**config.mk**
```make
export PLATFORM = sky130hd
export DESIGN_NAME = softmax_row_sched
export DESIGN_NICKNAME = d
export VERILOG_FILES = /design/src/rtl/softmax_row_sched_pkg.sv /design/src/rtl/sm_watchdog.sv /design/src/rtl/softmax_row_sched.sv
export SDC_FILE = /design/constraint.sdc
export NUM_CORES = 1
export LEC_CHECK = 0
export CAP_MARGIN = 30
export CORE_AREA = 2 2 211 213
export CTS_BUF_LIST = sky130_fd_sc_hd__clkbuf_4
export DETAILED_ROUTE_END_ITERATION = 7
export DIE_AREA = 0 0 213 215
export DONT_BUFFER_PORTS = 1
export HOLD_SLACK_MARGIN = 0.05
export PLACE_DENSITY_LB_ADDON = 0.08
export SETUP_SLACK_MARGIN = 0.5
export SYNTH_ARGS = -nofsm -noshare
export SYNTH_HDL_FRONTEND = slang
export SYNTH_HIERARCHICAL = 1
export SYNTH_SLANG_ARGS = --single-unit
```
**constraint.sdc**
```tcl
create_clock -name I_CLK -period 18.19 [get_ports I_CLK]
set_clock_uncertainty 0.15 [all_clocks]
set_input_delay 2.7285 -clock I_CLK [delete_from_list [all_inputs] [get_ports I_CLK]]
set_output_delay 2.7285 -clock I_CLK [all_outputs]
set_load 0.005 [all_outputs]
```
**src/rtl/softmax_row_sched_pkg.sv**
```systemverilog
// Shared types for the softmax row scheduler: one-hot state encoding,
// default geometry and the row container used by the datapath.
package softmax_sched_pkg;

  localparam int D_W_DEF     = 8;
  localparam int NUM_DEF     = 16;
  localparam int TIMEOUT_DEF = 16;

  typedef enum logic [5:0] {
    S_IDLE     = 6'b000001,
    S_READ     = 6'b000010,
    S_LATCH    = 6'b000100,
    S_RUN      = 6'b001000,
    S_WAIT_OUT = 6'b010000,
    S_DONE     = 6'b100000
  } state_t;

  typedef logic [D_W_DEF-1:0] row_t [0:NUM_DEF-1];

endpackage

```
**src/rtl/sm_watchdog.sv**
```systemverilog
// Clearable stall counter; expire is a single-cycle pulse on the enabled
// cycle that completes TIMEOUT counted cycles.
module sm_watchdog #(
  parameter int TIMEOUT = 16
) (
  input  logic I_CLK,
  input  logic I_RST,
  input  logic I_CLR,
  input  logic I_EN,
  output logic O_EXPIRE
);

  localparam int CNT_W = $clog2(TIMEOUT + 1);

  logic [CNT_W-1:0] cnt;

  assign O_EXPIRE = I_EN && (cnt == CNT_W'(TIMEOUT - 1));

  always_ff @(posedge I_CLK or posedge I_RST) begin
    if (I_RST)
      cnt <= '0;
    else if (I_CLR)
      cnt <= '0;
    else if (I_EN && !O_EXPIRE)
      cnt <= cnt + 1'b1;
  end

endmodule

```
**src/rtl/softmax_row_sched.sv**
```systemverilog
// Walks a block of score rows through the softmax unit one row at a time
// and streams each result row out over a valid/ready write port.
module softmax_row_sched
  import softmax_sched_pkg::*;
#(
  parameter int D_W      = D_W_DEF,
  parameter int NUM      = NUM_DEF,
  parameter int MAX_ROWS = 64,
  parameter int ADDR_W   = $clog2(MAX_ROWS),
  parameter int TIMEOUT  = TIMEOUT_DEF
) (
  input  logic              I_CLK,
  input  logic              I_RST,
  input  logic              I_CMD_START,
  input  logic [ADDR_W:0]   I_CMD_ROWS,
  output logic              O_BUSY,
  output logic              O_DONE,
  output logic              O_ERR,
  output logic              O_RD_EN,
  output logic [ADDR_W-1:0] O_RD_ADDR,
  input  logic [D_W-1:0]    I_RD_DATA [0:NUM-1],
  output logic              O_SM_START,
  output logic [D_W-1:0]    O_SM_DATA [0:NUM-1],
  input  logic              I_SM_VLD,
  input  logic [D_W-1:0]    I_SM_DATA [0:NUM-1],
  output logic              O_WR_VLD,
  output logic [ADDR_W-1:0] O_WR_ADDR,
  output logic [D_W-1:0]    O_WR_DATA [0:NUM-1],
  input  logic              I_WR_RDY
);

  localparam logic [ADDR_W:0] ROWS_CAP = MAX_ROWS[ADDR_W:0];

  state_t          state_q, state_nx;
  logic [ADDR_W:0] rows_q, row_q, row_inc, rows_clamped;
  logic            last_row, wd_clr, wd_en, wd_exp;

  assign rows_clamped = (I_CMD_ROWS > ROWS_CAP) ? ROWS_CAP : I_CMD_ROWS;
  assign row_inc      = row_q + 1'b1;
  assign last_row     = (row_inc == rows_q);
  assign wd_clr       = (state_q == S_LATCH);
  assign wd_en        = (state_q == S_RUN);

  sm_watchdog #(.TIMEOUT(TIMEOUT)) u_wd (
    .I_CLK    (I_CLK),
    .I_RST    (I_RST),
    .I_CLR    (wd_clr),
    .I_EN     (wd_en),
    .O_EXPIRE (wd_exp)
  );

  always_ff @(posedge I_CLK or posedge I_RST) begin
    if (I_RST) state_q <= S_IDLE;
    else       state_q <= state_nx;
  end

  always_comb begin
    state_nx = state_q;
    case (state_q)
      S_IDLE:     if (I_CMD_START) state_nx = (I_CMD_ROWS == '0) ? S_DONE : S_READ;
      S_READ:     state_nx = S_LATCH;
      S_LATCH:    state_nx = S_RUN;
      // A result arriving on the expiry cycle still wins over the timeout.
      S_RUN:      if (I_SM_VLD) state_nx = S_WAIT_OUT;
                  else if (wd_exp) state_nx = S_DONE;
      S_WAIT_OUT: if (I_WR_RDY) state_nx = last_row ? S_DONE : S_READ;
      S_DONE:     state_nx = S_IDLE;
      default:    state_nx = S_IDLE;
    endcase
  end

  // Registered outputs and row bookkeeping, updated on the cycle that
  // leaves each state so every output is valid in the state it belongs to.
  always_ff @(posedge I_CLK or posedge I_RST) begin
    if (I_RST) begin
      rows_q     <= '0;
      row_q      <= '0;
      O_BUSY     <= 1'b0;
      O_DONE     <= 1'b0;
      O_ERR      <= 1'b0;
      O_RD_EN    <= 1'b0;
      O_RD_ADDR  <= '0;
      O_SM_START <= 1'b0;
      O_SM_DATA  <= '{default: '0};
      O_WR_VLD   <= 1'b0;
      O_WR_ADDR  <= '0;
      O_WR_DATA  <= '{default: '0};
    end else begin
      case (state_q)
        S_IDLE: begin
          O_DONE <= 1'b0;
          if (I_CMD_START && (I_CMD_ROWS != '0)) begin
            rows_q    <= rows_clamped;
            row_q     <= '0;
            O_BUSY    <= 1'b1;
            O_ERR     <= 1'b0;
            O_RD_EN   <= 1'b1;
            O_RD_ADDR <= '0;
          end
        end
        S_READ: O_RD_EN <= 1'b0;
        S_LATCH: begin
          O_SM_DATA  <= I_RD_DATA;
          O_SM_START <= 1'b1;
        end
        S_RUN: begin
          if (I_SM_VLD) begin
            O_WR_DATA  <= I_SM_DATA;
            O_WR_ADDR  <= row_q[ADDR_W-1:0];
            O_WR_VLD   <= 1'b1;
            O_SM_START <= 1'b0;
          end else if (wd_exp) begin
            O_SM_START <= 1'b0;
            O_ERR      <= 1'b1;
          end
        end
        S_WAIT_OUT: begin
          if (I_WR_RDY) begin
            O_WR_VLD <= 1'b0;
            row_q    <= row_inc;
            if (!last_row) begin
              O_RD_EN   <= 1'b1;
              O_RD_ADDR <= row_inc[ADDR_W-1:0];
            end
          end
        end
        S_DONE: begin
          O_DONE <= 1'b1;
          O_BUSY <= 1'b0;
        end
        default: ;
      endcase
    end
  end

endmodule

```
# Word level (Yosys, flattened, before mapping)
# Cells that the tools add are included.
[classes]
add_sub_neg = 2
magnitude_cmp = 1
n_eq_ne = 16
muxes = 33
reduce_logical = 23
[op_table]
columns = ["cell", "count"]
rows = [
  ["6-bit two-way mux", 9],
  ["6-bit one-hot mux with 5 select lines", 1],
  ["7-bit two-way mux", 3],
  ["2-bit != test, second input constant", 7],
  ["7-bit one-hot mux with 2 select lines", 1],
  ["6-bit one-hot mux with 2 select lines", 1],
  ["4-bit AND reduction", 3],
  ["2-bit nonzero test", 6],
  ["1-bit two-way mux", 10],
  ["5-bit two-way mux", 2],
  ["1-bit one-hot mux with 2 select lines", 5],
  ["3-bit AND reduction", 3],
  ["2-bit AND reduction", 4],
  ["7-bit by 1-bit adder with 7-bit output, second input constant", 1],
  ["7-bit == test", 1],
  ["7-bit > comparator, second input constant", 1],
  ["7-bit zero test", 1],
  ["7-bit nonzero test", 1],
  ["6-bit by 1-bit == test with 1-bit output, second input constant", 1],
  ["6-bit by 2-bit == test with 1-bit output, second input constant", 1],
  ["6-bit by 3-bit == test with 1-bit output, second input constant", 1],
  ["6-bit by 4-bit == test with 1-bit output, second input constant", 1],
  ["6-bit by 5-bit == test with 1-bit output, second input constant", 1],
  ["6-bit == test, second input constant", 1],
  ["other kinds (7)", 9],
]
[totals]
regBits = 299
in_bits = 268
out_inout_bits = 274
wordCells = 119

# Longest topological paths before layout
[depth]
word_depth = 6
depth_mapped = 9
depth_no_buf = 7

# Hierarchy
# Netlist, hierarchy kept.
[modules_own_cells]
columns = ["module", "instances", "cells_each", "area_per_inst_um2", "seq_area_each_um2"]
rows = [
  ["softmax_row_sched", 1, 727, 11652.4, 7358.3],
  ["sm_watchdog", 1, 25, 279.0, 125.1],
]

# Least setup slack after synthesis
# No wires, ideal clock.
[synth_path]
path_kind = "in2reg"
from = "in I_CMD_ROWS[2]"
to = "reg rows_q[6]"
setup_ns = 0.125
arrival_ns = 4.020
path_slack_ns = 13.895
stages = 5
n_path_buf = 0
path_cell_list = "or4_1 > nor4_2 > nor2_1 > nand2_1 > mux2_2"
[synth_between]
elab_chain_len = 3
word_cells_on_any_way = 5
[synth_lines]
columns = ["element", "line_no", "text"]
rows = [
  ["from (decl)", "softmax_row_sched.sv:15", "input logic [ADDR_W:0] I_CMD_ROWS,"],
  ["parallel branches: the longest is 3 deep, another holds 7-bit > comparator", "--", ""],
  ["to (signal assigned)", "softmax_row_sched.sv:93", "rows_q <= rows_clamped;"],
  ["to (decl)", "softmax_row_sched.sv:35", "logic [ADDR_W:0] rows_q, row_q, row_inc, rows_clamped;"],
]
# Parallel ways; which one is timed is not known.
# A chain may end at the register's enable or synchronous reset.

# Worst setup path after layout
[layout_path]
from = "reg O_ERR"
to = "out O_ERR"
[layout_rtl]
columns = ["element", "line_no", "text"]
rows = [
  ["from (decl)", "softmax_row_sched.sv:18", "output logic O_ERR,"],
  ["from (signal assigned)", "softmax_row_sched.sv:80", "O_ERR <= 1'b0;"],
  ["from (signal assigned)", "softmax_row_sched.sv:96", "O_ERR <= 1'b0;"],
  ["from (signal assigned)", "softmax_row_sched.sv:114", "O_ERR <= 1'b1;"],
]
# No word-level cell between the ends.

==> metrics.cfg <==
[pwr]
pwr-share-seq_pct = 52.4
internal_power_uw = 1380
p_sw_share_pct = 29.8
p_sw_uw = 584
clkPwrFrac_pct = 32.0
pwr-share-comb_pct = 15.6
p_leak_uw = 0.00656
powerDensity_mw_per_mm2 = 144
ir_worst_vdd_mv = 0.0500

[grt]
grt_pass1_wl_um = 46900
grt_use_total_pct = 13.8
grt_pass1_vias = 7522
grt_max_degree = 146
overflow = 0
antenna_found_initial = 5

[clocking]
holdBufCountCts = 0
cts_buffer_depth = 3
clk_pin_slew_worst_paths_ns = 0.07
clk_latency_ns = 0.80
postCtsSetupRepairBufs = 0
cts.sinks = 299
cts_made_buffers = 86
cts_resized = 0
cts_tree = yes
cts_root_buf = clkbuf_4
h-tree-depth = 3

[setup_path]
critPathArrivalTime_ns = 1.28
worst_setup_path_start_kind = register
cp_max_fo = 2
worstSetupPathType = reg -> out
setup.worst_path.end_class = primary output
critPathRequiredTime_ns = 15.31

[sta]
min_period_ns = 4.16
worstMarginPinSlew_ns = 0.947
period_share_pct = 22.9
slew_violations = 0
slew_headroom_pct = 36.9
hold_viol_final = 0
tns_ns = 0
hold_ws_ns = 0.356
rsz0062_at_grt = no
setup-violations-final = 0
fmax_mhz = 240

[die]
core_area_mm2 = 0.0436
fp.dieH_um = 215
die_w_um = 213
ioPinCount = 542
rows = 77
dieArea_mm2 = 0.0458
initial_core_util_pct = 27.3

[route]
wl_met1_um = 10600
antenna_left = 0
wl_met3_um = 4130
avgViaCountPerCell = 4.45
via_count = 6541
highest-signal-layer = met5
wire_per_inst_um = 21.7
dr.pass1.iters = 4
drt_iter0_markers = 209
route.met2.wl_um = 16100
drt-total-wl_um = 31900
drc = 0

[yosys]
synth_nets = 1023
synth_warnings = 6
synth_area_mm2 = 0.0119
synthArstFlopShare_pct = 100
ys_top_cells_by_area = dfrtp_1 (63%), mux2_2 (21%), mux2_4 (4.9%), buf_6 (0.85%), o21ai_0 (0.80%)
ys_seq_area_share_pct = 62.7
ys.flop_type = dfrtp_1
syn_area_per_cell_um2 = 15.9
yosys.area.top_type = dfrtp_1
synthCells = 752
synth.top_cell.area_share_pct = 62.5
ys_ff_latch = 299
synth_cell_types = 59
synth_edf_count = 0

[placed_design]
dpl.hpwl_um = 23200
port_buffers = 0
place.gp.congestion = 0.773

[finish]
finalNetCount = 1079
syn_to_final_growth_pct = 14.2
final_common_cell = dfrtp_1
most-common-layout-cells = dfrtp_1 (298), mux2_2 (225), clkbuf_4 (128), mux2_4 (39), o21ai_0 (19)
drive_above_1_share_pct = 49.8

[outcome]
status = completed

[worst_hold_path]
hp-class = reg -> reg

[run]
max_cap_violations = 0

final timing paths:
kind	startpoint	to	slack (ns)	depth (start not counted)
max	O_ERR	O_ERR	14.03	0
min	row_q[6]	row_q[6]	0.36	1
max reg2reg	state_q[3]	O_SM_DATA[9]	15.03	5
min reg2reg	row_q[6]	row_q[6]	0.36	1
max in group asynchronous	I_RST	O_WR_DATA[55]	14.44	3
min in group asynchronous	I_RST	u_wd/cnt[3]	1.59	1
stage by stage:
step	area [um^2]	utilization, %	power (uW)	cells	setup WS [ns]
after floorplan	11900	-	1240	752	7.19
after detailed placement	12500	28.5	1360	1310	13.36
after global placement	12400	28.5	1340	1309	13.43
final	13600	31.2	1960	1471	14.03
after CTS	13600	31.1	2010	1463	13.83
after global routing	13600	31.2	2090	1468	13.80
power by group through the flow:
stage | Clock [uW] | Combinational [uW] | Sequential [uW]
6_report | 627 | 306 | 1030
5_1_grt | 699 | 341 | 1050
3_5_place_dp | 0 | 311 | 1040
3_3_place_gp | 0 | 293 | 1050
4_1_cts | 662 | 312 | 1040
2_1_floorplan | 0 | 277 | 966
per-layer routing:
layer | up-vias | track usage [%]
met5 | - | 0
met4 | 4 | 6.41
met3 | 79 | 8.34
met2 | 380 | 23.3
met1 | 3249 | 13.2
li1 | 2829 | -
state kept, by name (all words and copies together), names as in the netlist:
| register | count |
|---|---|
| state_q | 6 |
| O_RD_EN | 1 |
| O_WR_ADDR | 6 |
| O_WR_VLD | 1 |
| u_wd/cnt | 5 |
| O_BUSY | 1 |
| row_q | 7 |
| O_SM_DATA | 128 |
| rows_q | 7 |
| O_DONE | 1 |
| O_SM_START | 1 |
| O_ERR | 1 |
| O_RD_ADDR | 6 |
| O_WR_DATA | 128 |
cells by family (layout without fill, tap and decap cells):
| logic type | Yosys count | in the layout | synth area share (%) |
|---|---|---|---|
| AOI/OAI and AO/OA | 45 | 45 | 2.79 |
| xor gates and xnor gates | 15 | 15 | 1.10 |
| adders and majority gates | 3 | 3 | 0.315 |
| buffers and inverters | 52 | 173 | 2.89 |
| DFF | 299 | 299 | 62.7 |
| muxes | 265 | 265 | 26.2 |
| other | 0 | 6 | 0 |
| and+or+nand+nor | 73 | 73 | 3.95 |
layout make-up:
class	count	area [um^2]
repair buffers	7	113
well taps	592	741
multi-input cells	401	4120
clock buffers	128	961
diodes	6	15.0
clock inverters	25	138
inverters	13	56.3
fillers	4391	30000
flip-flops and latches	299	7480
Yosys cell counts, types with 2 or more instances:
library cell and n:
nand3b_1 3, nand2b_1 6, nor3b_1 2, nor4_4 2
o31ai_1 2, buf_6 9, buf_2 15, nor3_1 4
ha_1 3, xor2_1 8, or2_2 2, or4_1 2
o21ai_0 19, clkbuf_1 2, nand2_1 16, xnor2_1 7
mux2_2 225, a21boi_0 2, mux2_4 39, o2bb2ai_1 6
and3_2 2, nor2b_1 3, buf_4 11, dfrtp_1 298
a31oi_1 3, a21o_4 2, nand2_2 2, nand3_1 6
nor2_1 10, inv_1 12
Note: power is estimated with default switching activity, not from simulation.
